[config.mk]
export PLATFORM = sky130hd
export DESIGN_NAME = load_store_unit_flat
export DESIGN_NICKNAME = d
export VERILOG_FILES = /design/src/rtl/load_store_unit_if.sv /design/src/rtl/load_store_unit.sv /design/src/flat_wrapper.sv
export SDC_FILE = /design/constraint.sdc
export NUM_CORES = 1
export LEC_CHECK = 0
export CELL_PAD_IN_SITES_DETAIL_PLACEMENT = 1
export CELL_PAD_IN_SITES_GLOBAL_PLACEMENT = 1
export CORE_MARGIN = 10
export CORE_UTILIZATION = 23
export CTS_BUF_LIST = sky130_fd_sc_hd__clkbuf_4 sky130_fd_sc_hd__clkbuf_8 sky130_fd_sc_hd__clkbuf_16
export CTS_CLUSTER_DIAMETER = 120
export DETAILED_ROUTE_END_ITERATION = 6
export PLACE_DENSITY = 0.58
export SLEW_MARGIN = 5
export SYNTH_ARGS = -nofsm -noshare
export SYNTH_HDL_FRONTEND = slang
export SYNTH_SLANG_ARGS = --single-unit
[constraint.sdc]
create_clock -name clk -period 5.3 [get_ports clk]
set_clock_uncertainty 0.2 [all_clocks]
set_input_delay 1.59 -clock clk [delete_from_list [all_inputs] [get_ports clk]]
set_output_delay 1.59 -clock clk [all_outputs]
set_load 0.005 [all_outputs]
[src/rtl/load_store_unit_if.sv]
// ============================================================================
// Module   : load_store_unit_if
// Purpose  : Data-memory req/ack bus between the load/store unit and memory.
// Revision : 1.0
// ============================================================================
`default_nettype none

interface load_store_unit_if;
    logic        mem_req;
    logic        mem_we;
    logic [31:0] mem_addr;
    logic [3:0]  mem_wstrb;
    logic [31:0] mem_wdata;
    logic        mem_ack;
    logic [31:0] mem_rdata;

    modport master (
        output mem_req, mem_we, mem_addr, mem_wstrb, mem_wdata,
        input  mem_ack, mem_rdata
    );

    modport slave (
        input  mem_req, mem_we, mem_addr, mem_wstrb, mem_wdata,
        output mem_ack, mem_rdata
    );
endinterface

`default_nettype wire

[src/rtl/load_store_unit.sv]
// ============================================================================
// Module   : load_store_unit
// Purpose  : Multi-cycle byte/half/word load/store stage over a req/ack bus.
// Revision : 1.0
// ============================================================================
`default_nettype none

module load_store_unit #(
    parameter int TIMEOUT = 16,
    parameter int CNT_W   = 5
) (
    input  wire logic        clk,
    input  wire logic        rst_n,
    input  wire logic        start,
    input  wire logic        is_store,
    input  wire logic [2:0]  funct3,
    input  wire logic [31:0] addr,
    input  wire logic [31:0] wdata,
    output logic             busy,
    output logic             done,
    output logic [31:0]      rdata,
    output logic             misalign,
    output logic             bus_err,
    load_store_unit_if.master mem
);

    localparam logic [1:0] S_IDLE = 2'd0;
    localparam logic [1:0] S_REQ  = 2'd1;
    localparam logic [1:0] S_FIN  = 2'd2;

    localparam logic [CNT_W-1:0] c_cnt_last = CNT_W'(TIMEOUT - 1);

    logic [1:0]       r_state;
    logic [1:0]       w_next_state;
    logic             r_is_store;
    logic [2:0]       r_funct3;
    logic [1:0]       r_off;
    logic [CNT_W-1:0] r_cnt;
    logic             r_misalign;
    logic             r_bus_err;
    logic [31:0]      r_rdata;
    logic [31:0]      r_mem_addr;
    logic [3:0]       r_mem_wstrb;
    logic [31:0]      r_mem_wdata;

    logic             w_illegal;
    logic             w_misal;
    logic             w_timeout;
    logic [3:0]       w_strb;
    logic [31:0]      w_wdata;
    logic [7:0]       w_byte;
    logic [15:0]      w_half;
    logic [31:0]      w_load;

    // Decode of the request presented in IDLE
    always_comb begin
        if (is_store) begin
            w_illegal = funct3[2] | (funct3[1:0] == 2'b11);
        end else begin
            w_illegal = (funct3 == 3'b011) | (funct3[2:1] == 2'b11);
        end
        w_misal = ((funct3[1:0] == 2'b01) & addr[0]) |
                  ((funct3[1:0] == 2'b10) & (addr[1:0] != 2'b00));
    end

    always_comb begin
        w_strb  = 4'b0000;
        w_wdata = wdata;
        case (funct3[1:0])
            2'b00: begin
                w_strb  = 4'b0001 << addr[1:0];
                w_wdata = {4{wdata[7:0]}};
            end
            2'b01: begin
                w_strb  = 4'b0011 << addr[1:0];
                w_wdata = {2{wdata[15:0]}};
            end
            default: begin
                w_strb  = 4'b1111;
                w_wdata = wdata;
            end
        endcase
        if (!is_store) begin
            w_strb = 4'b0000;
        end
    end

    // Lane extraction of the returned word
    always_comb begin
        w_byte = mem.mem_rdata[7:0];
        case (r_off)
            2'd0:    w_byte = mem.mem_rdata[7:0];
            2'd1:    w_byte = mem.mem_rdata[15:8];
            2'd2:    w_byte = mem.mem_rdata[23:16];
            default: w_byte = mem.mem_rdata[31:24];
        endcase
        w_half = r_off[1] ? mem.mem_rdata[31:16] : mem.mem_rdata[15:0];
        case (r_funct3)
            3'b000:  w_load = {{24{w_byte[7]}}, w_byte};
            3'b001:  w_load = {{16{w_half[15]}}, w_half};
            3'b100:  w_load = {24'd0, w_byte};
            3'b101:  w_load = {16'd0, w_half};
            default: w_load = mem.mem_rdata;
        endcase
    end

    assign w_timeout = (r_cnt == c_cnt_last);

    always_ff @(posedge clk or negedge rst_n) begin
        if (!rst_n) begin
            r_state <= S_IDLE;
        end else begin
            r_state <= w_next_state;
        end
    end

    always_comb begin
        w_next_state = r_state;
        case (r_state)
            S_IDLE: begin
                if (start) begin
                    w_next_state = (w_illegal | w_misal) ? S_FIN : S_REQ;
                end
            end
            S_REQ: begin
                if (mem.mem_ack | w_timeout) begin
                    w_next_state = S_FIN;
                end
            end
            S_FIN:   w_next_state = S_IDLE;
            default: w_next_state = S_IDLE;
        endcase
    end

    always_comb begin
        busy          = (r_state == S_REQ);
        done          = (r_state == S_FIN);
        misalign      = done & r_misalign;
        bus_err       = done & r_bus_err;
        rdata         = r_rdata;
        mem.mem_req   = (r_state == S_REQ);
        mem.mem_we    = (r_state == S_REQ) & r_is_store;
        mem.mem_addr  = r_mem_addr;
        mem.mem_wstrb = r_mem_wstrb;
        mem.mem_wdata = r_mem_wdata;
    end

    always_ff @(posedge clk or negedge rst_n) begin
        if (!rst_n) begin
            r_is_store  <= 1'b0;
            r_funct3    <= 3'd0;
            r_off       <= 2'd0;
            r_cnt       <= '0;
            r_misalign  <= 1'b0;
            r_bus_err   <= 1'b0;
            r_rdata     <= 32'd0;
            r_mem_addr  <= 32'd0;
            r_mem_wstrb <= 4'd0;
            r_mem_wdata <= 32'd0;
        end else begin
            if (r_state == S_IDLE && start) begin
                r_is_store <= is_store;
                r_funct3   <= funct3;
                r_off      <= addr[1:0];
                r_cnt      <= '0;
                r_bus_err  <= w_illegal;
                r_misalign <= ~w_illegal & w_misal;
                // Bus registers only change for accesses that really go out
                if (!w_illegal && !w_misal) begin
                    r_mem_addr  <= {addr[31:2], 2'b00};
                    r_mem_wstrb <= w_strb;
                    r_mem_wdata <= w_wdata;
                end
            end else if (r_state == S_REQ) begin
                if (mem.mem_ack) begin
                    if (!r_is_store) begin
                        r_rdata <= w_load;
                    end
                end else if (w_timeout) begin
                    r_bus_err <= 1'b1;
                end else begin
                    r_cnt <= r_cnt + 1'b1;
                end
            end
        end
    end

endmodule

`default_nettype wire

[src/flat_wrapper.sv]
// flat-port wrapper written by rule: the top's interface ports become plain ports
module load_store_unit_flat 
#(
    parameter int TIMEOUT = 16,
    parameter int CNT_W   = 5
)
  (clk, rst_n, start, is_store, funct3, addr, wdata, busy, done, rdata, misalign, bus_err, mem_mem_req, mem_mem_we, mem_mem_addr, mem_mem_wstrb, mem_mem_wdata, mem_mem_ack, mem_mem_rdata);
  load_store_unit_if mem_i ();
  input  wire logic clk;
  input  wire logic rst_n;
  input  wire logic start;
  input  wire logic is_store;
  input  wire logic [2:0] funct3;
  input  wire logic [31:0] addr;
  input  wire logic [31:0] wdata;
  output logic busy;
  output logic done;
  output logic [31:0] rdata;
  output logic misalign;
  output logic bus_err;
  output wire logic [$bits(mem_i.mem_req)-1:0] mem_mem_req;
  output wire logic [$bits(mem_i.mem_we)-1:0] mem_mem_we;
  output wire logic [$bits(mem_i.mem_addr)-1:0] mem_mem_addr;
  output wire logic [$bits(mem_i.mem_wstrb)-1:0] mem_mem_wstrb;
  output wire logic [$bits(mem_i.mem_wdata)-1:0] mem_mem_wdata;
  input wire logic [$bits(mem_i.mem_ack)-1:0] mem_mem_ack;
  input wire logic [$bits(mem_i.mem_rdata)-1:0] mem_mem_rdata;
  assign mem_mem_req = mem_i.mem_req;
  assign mem_mem_we = mem_i.mem_we;
  assign mem_mem_addr = mem_i.mem_addr;
  assign mem_mem_wstrb = mem_i.mem_wstrb;
  assign mem_mem_wdata = mem_i.mem_wdata;
  assign mem_i.mem_ack = mem_mem_ack;
  assign mem_i.mem_rdata = mem_mem_rdata;
  load_store_unit #(.TIMEOUT(TIMEOUT), .CNT_W(CNT_W)) u_core (.clk(clk), .rst_n(rst_n), .start(start), .is_store(is_store), .funct3(funct3), .addr(addr), .wdata(wdata), .busy(busy), .done(done), .rdata(rdata), .misalign(misalign), .bus_err(bus_err), .mem(mem_i));
endmodule
==> results by group <==
Critical path
  – Worst EP arrival: 3920 ps
  – CP Data Required Time: 5390 ps
  – Worst-path fanout max: 95
  – Worst path cell trace: clkdlybuf4s50_1, a221oi_1, o21ai_4, buf_4, mux2_2
  – Slowest CP cell: buf_4
  – CP peak stage delay: 780 ps
  – Crit path kind: in -> reg
  – Critical path endpoint category: flop
  – CP Launch Type: input pin

Logic synthesis
  – Post-synthesis area per instance: 11.3 µm²
  – Synth Register Bits: 113
  – Synth Warn #: 0
  – Area contributors post-synth: dfrtp_1 52%, mux2_2 8.9%, mux2i_1 6.1%
  – Main flop type after synthesis: dfrtp_1
  – Mapped Cells: 482
  – Ys async rst share: 100%
  – Area of the mapped netlist: 5430 µm²
  – Post-synth EDFFs: 0
  – Post-synth cell types: 44
  – Top-area cell type share of the netlist area: 52.1%
  – Area leader, netlist: dfrtp_1
  – Post-synthesis sequential area ratio: 52.1%

Global route
  – GRT overflow: 0
  – Global-route wire length before repair: 31200 µm
  – Vias in the first global route: 5147
  – Initial antenna violation count: 0
  – GRT Overall Usage: 13.1%
  – Largest net degree at the start of global routing: 96

Route
  – Post-Route M1 WL: 8580 µm
  – Via density: 4.48
  – Post-Route WL: 19800 µm
  – First-pass DRT Iterations: 4
  – DRC errors left: 0
  – DR top layer: met4
  – Overall via count from detail_route: 4550
  – Routed length per instance: 19.5 µm
  – Met3 wire length: 1770 µm
  – DRT iter0 DRCs: 208
  – Routed wl met2: 9300 µm
  – DRT antenna net count: 0

CTS
  – Post-cts hold buffer count: 0
  – Cts bufs inserted: 17
  – Post-CTS setup buffers: 0
  – CTS sink cnt: 113
  – PostCTS Resize Cnt: 0
  – Root Buffer: clkbuf_16
  – Clock Latency Late Sink: 410 ps
  – H-tree Lvls: 4
  – Clock buffer depth: 2
  – Clock Pin Slew Worst Setup and Hold Paths: 50 ps
  – CTS tree: done

Power and ir drop
  – Clock power share: 29.5%
  – Power Internal: 0.00299 W
  – PD cells: 501 nW/µm²
  – Leakage: 3.45 nW
  – Maximum VDD drop: 0.000189 V
  – Comb pwr share: 35.2%
  – NetSw: 0.00124 W
  – Net Sw Frac: 29.3%
  – Share of power burned in registers: 35.3%

STA
  – Slew Limit Fails: 0
  – Final hold vios: 0
  – Period utilization: 72.4%
  – Relative slew slack: 19.0%
  – # setup viols final: 0
  – Post-layout minimum cycle time: 3840 ps
  – Post-route setup TNS: 0 ps
  – Final hold slack: 281 ps
  – Worst Tran Pin Value: 1220 ps
  – Fmax: 261 MHz
  – RSZ-0062 raised after global routing: false

Die
  – Full die area: 30100 µm²
  – Die H: 174 µm
  – Ports: 210
  – Initial core utilization: 23.3%
  – Core region area: 23300 µm²
  – Die width: 174 µm
  – Row count: 56

Place
  – Placement Cell Area: 7810 µm²
  – GP Congestion: 0.732
  – DP HPWL: 14600 µm
  – IO buf count: 207
  – Placed Cells: 983

Run status
  – Run status: completed

Cells and area
  – Area delta synth->final: 55.6%
  – Nets@finish: 789
  – Share of cells above drive strength 1: 17.0%
  – Most common cell after layout, fill and taps aside: clkdlybuf4s50_1
  – Most frequent cells in the layout: 206 x clkdlybuf4s50_1, 113 x dfrtp_1, 54 x o21ai_0, 51 x nand2_1, 43 x mux2_2
  – Fin util: 36.2%
  – Design Area, Final: 8440 µm²
  – Final std cells w/o fill: 1015
  – # diodes: 0

Job
  – Max cap viols: 0

Hold path
  – Hold Crit Class: reg -> reg
## Yosys cell counts, types with 2 or more instances
cell      count
mux2_2       43
buf_6         4
dfrtp_1     113
o211ai_1     16
buf_4         3
nor2_1       20
nor4bb_1      2
a21oi_1      37
o31ai_1       3
nand2b_1      2
a31oi_1       2
mux2_4       10
nor2b_1       3
nor3b_4       2
o21ai_0      54
mux2_1        3
ha_1          2
clkbuf_1     20
mux2i_1      33
nand3b_1      8
a211oi_1      3
and2_1        3
xor2_1        2
nand2_1      51
buf_2         8
inv_1         7
o21ai_2      11
## registers in the layout (all words and copies together), names as in the netlist
name / count
u_core.mem.mem_wdata: 32
u_core.rdata: 32
u_core.mem.mem_addr: 30
u_core.r_cnt: 5
u_core.mem.mem_wstrb: 4
u_core.r_funct3: 3
u_core.r_off: 2
u_core.r_state: 2
u_core.r_bus_err: 1
u_core.r_is_store: 1
u_core.r_misalign: 1
## area by class of cell
cell class              count  area [µm²]
well taps                 319         399
repair buffers            216        2140
inverters                   7        26.3
fillers                  2548       14900
multi-input cells         328        2420
clock buffers              22         482
flip-flops and latches    113        2830
clock inverters            10         156
## power groups by stage
stage / registers [W] / clock network, W / logic [W]
after global placement: 0.00149 / 0 / 0.00149
final: 0.00149 / 0.00125 / 0.00149
after global routing: 0.00155 / 0.00133 / 0.00163
after detailed placement: 0.00150 / 0 / 0.00152
after floorplan: 0.00145 / 0 / 0.000561
after CTS: 0.00150 / 0.00128 / 0.00153
## worst max-delay path, delay by kind of cell
kind / cells / cell delay, ps
multiplexers: 1 / 420
AO/OA/AOI/OAI: 2 / 370
buffers and inverters: 2 / 1440
## kinds of logic after synthesis
logic type	Yosys count	share of synthesized area, %
other	1	0.0691
muxes	90	18.8
buffers and inverters	42	3.85
and+or+nand+nor	101	9.91
DFF	113	52.1
xor gates and xnor gates	3	0.484
AOI/OAI and AO/OA	130	14.3
adders and majority gates	2	0.461
## layer usage
metal | vias up | track usage (%)
met3 | 14 | 6.67
met1 | 2279 | 15.3
met2 | 145 | 20.8
li1 | 2112 | -
met4 | 0 | 3.53
met5 | - | 0
## metrics by stage
step | setup WS (ps) | power [W]
2_1_floorplan | 2180 | 0.00201
4_1_cts | 1480 | 0.00431
5_1_grt | 1370 | 0.00450
6_report | 1460 | 0.00423
3_3_place_gp | 1130 | 0.00298
3_5_place_dp | 1040 | 0.00302
## final timing paths
check | from | end | slack (ps) | cells after the start
setup reg to reg | u_core.r_off[1] | u_core.rdata[19] | 2650 | 4
max in group asynchronous | rst_n | u_core.mem.mem_addr[22] | 2830 | 2
hold / removal | u_core.mem.mem_wdata[29] | u_core.mem.mem_wdata[29] | 280 | 2
hold reg to reg | u_core.mem.mem_wdata[29] | u_core.mem.mem_wdata[29] | 280 | 2
setup / recovery | funct3[2] | u_core.mem.mem_addr[11] | 1460 | 5
min in group asynchronous | rst_n | u_core.r_misalign | 1110 | 1
Power figures use the tool's default switching activity.
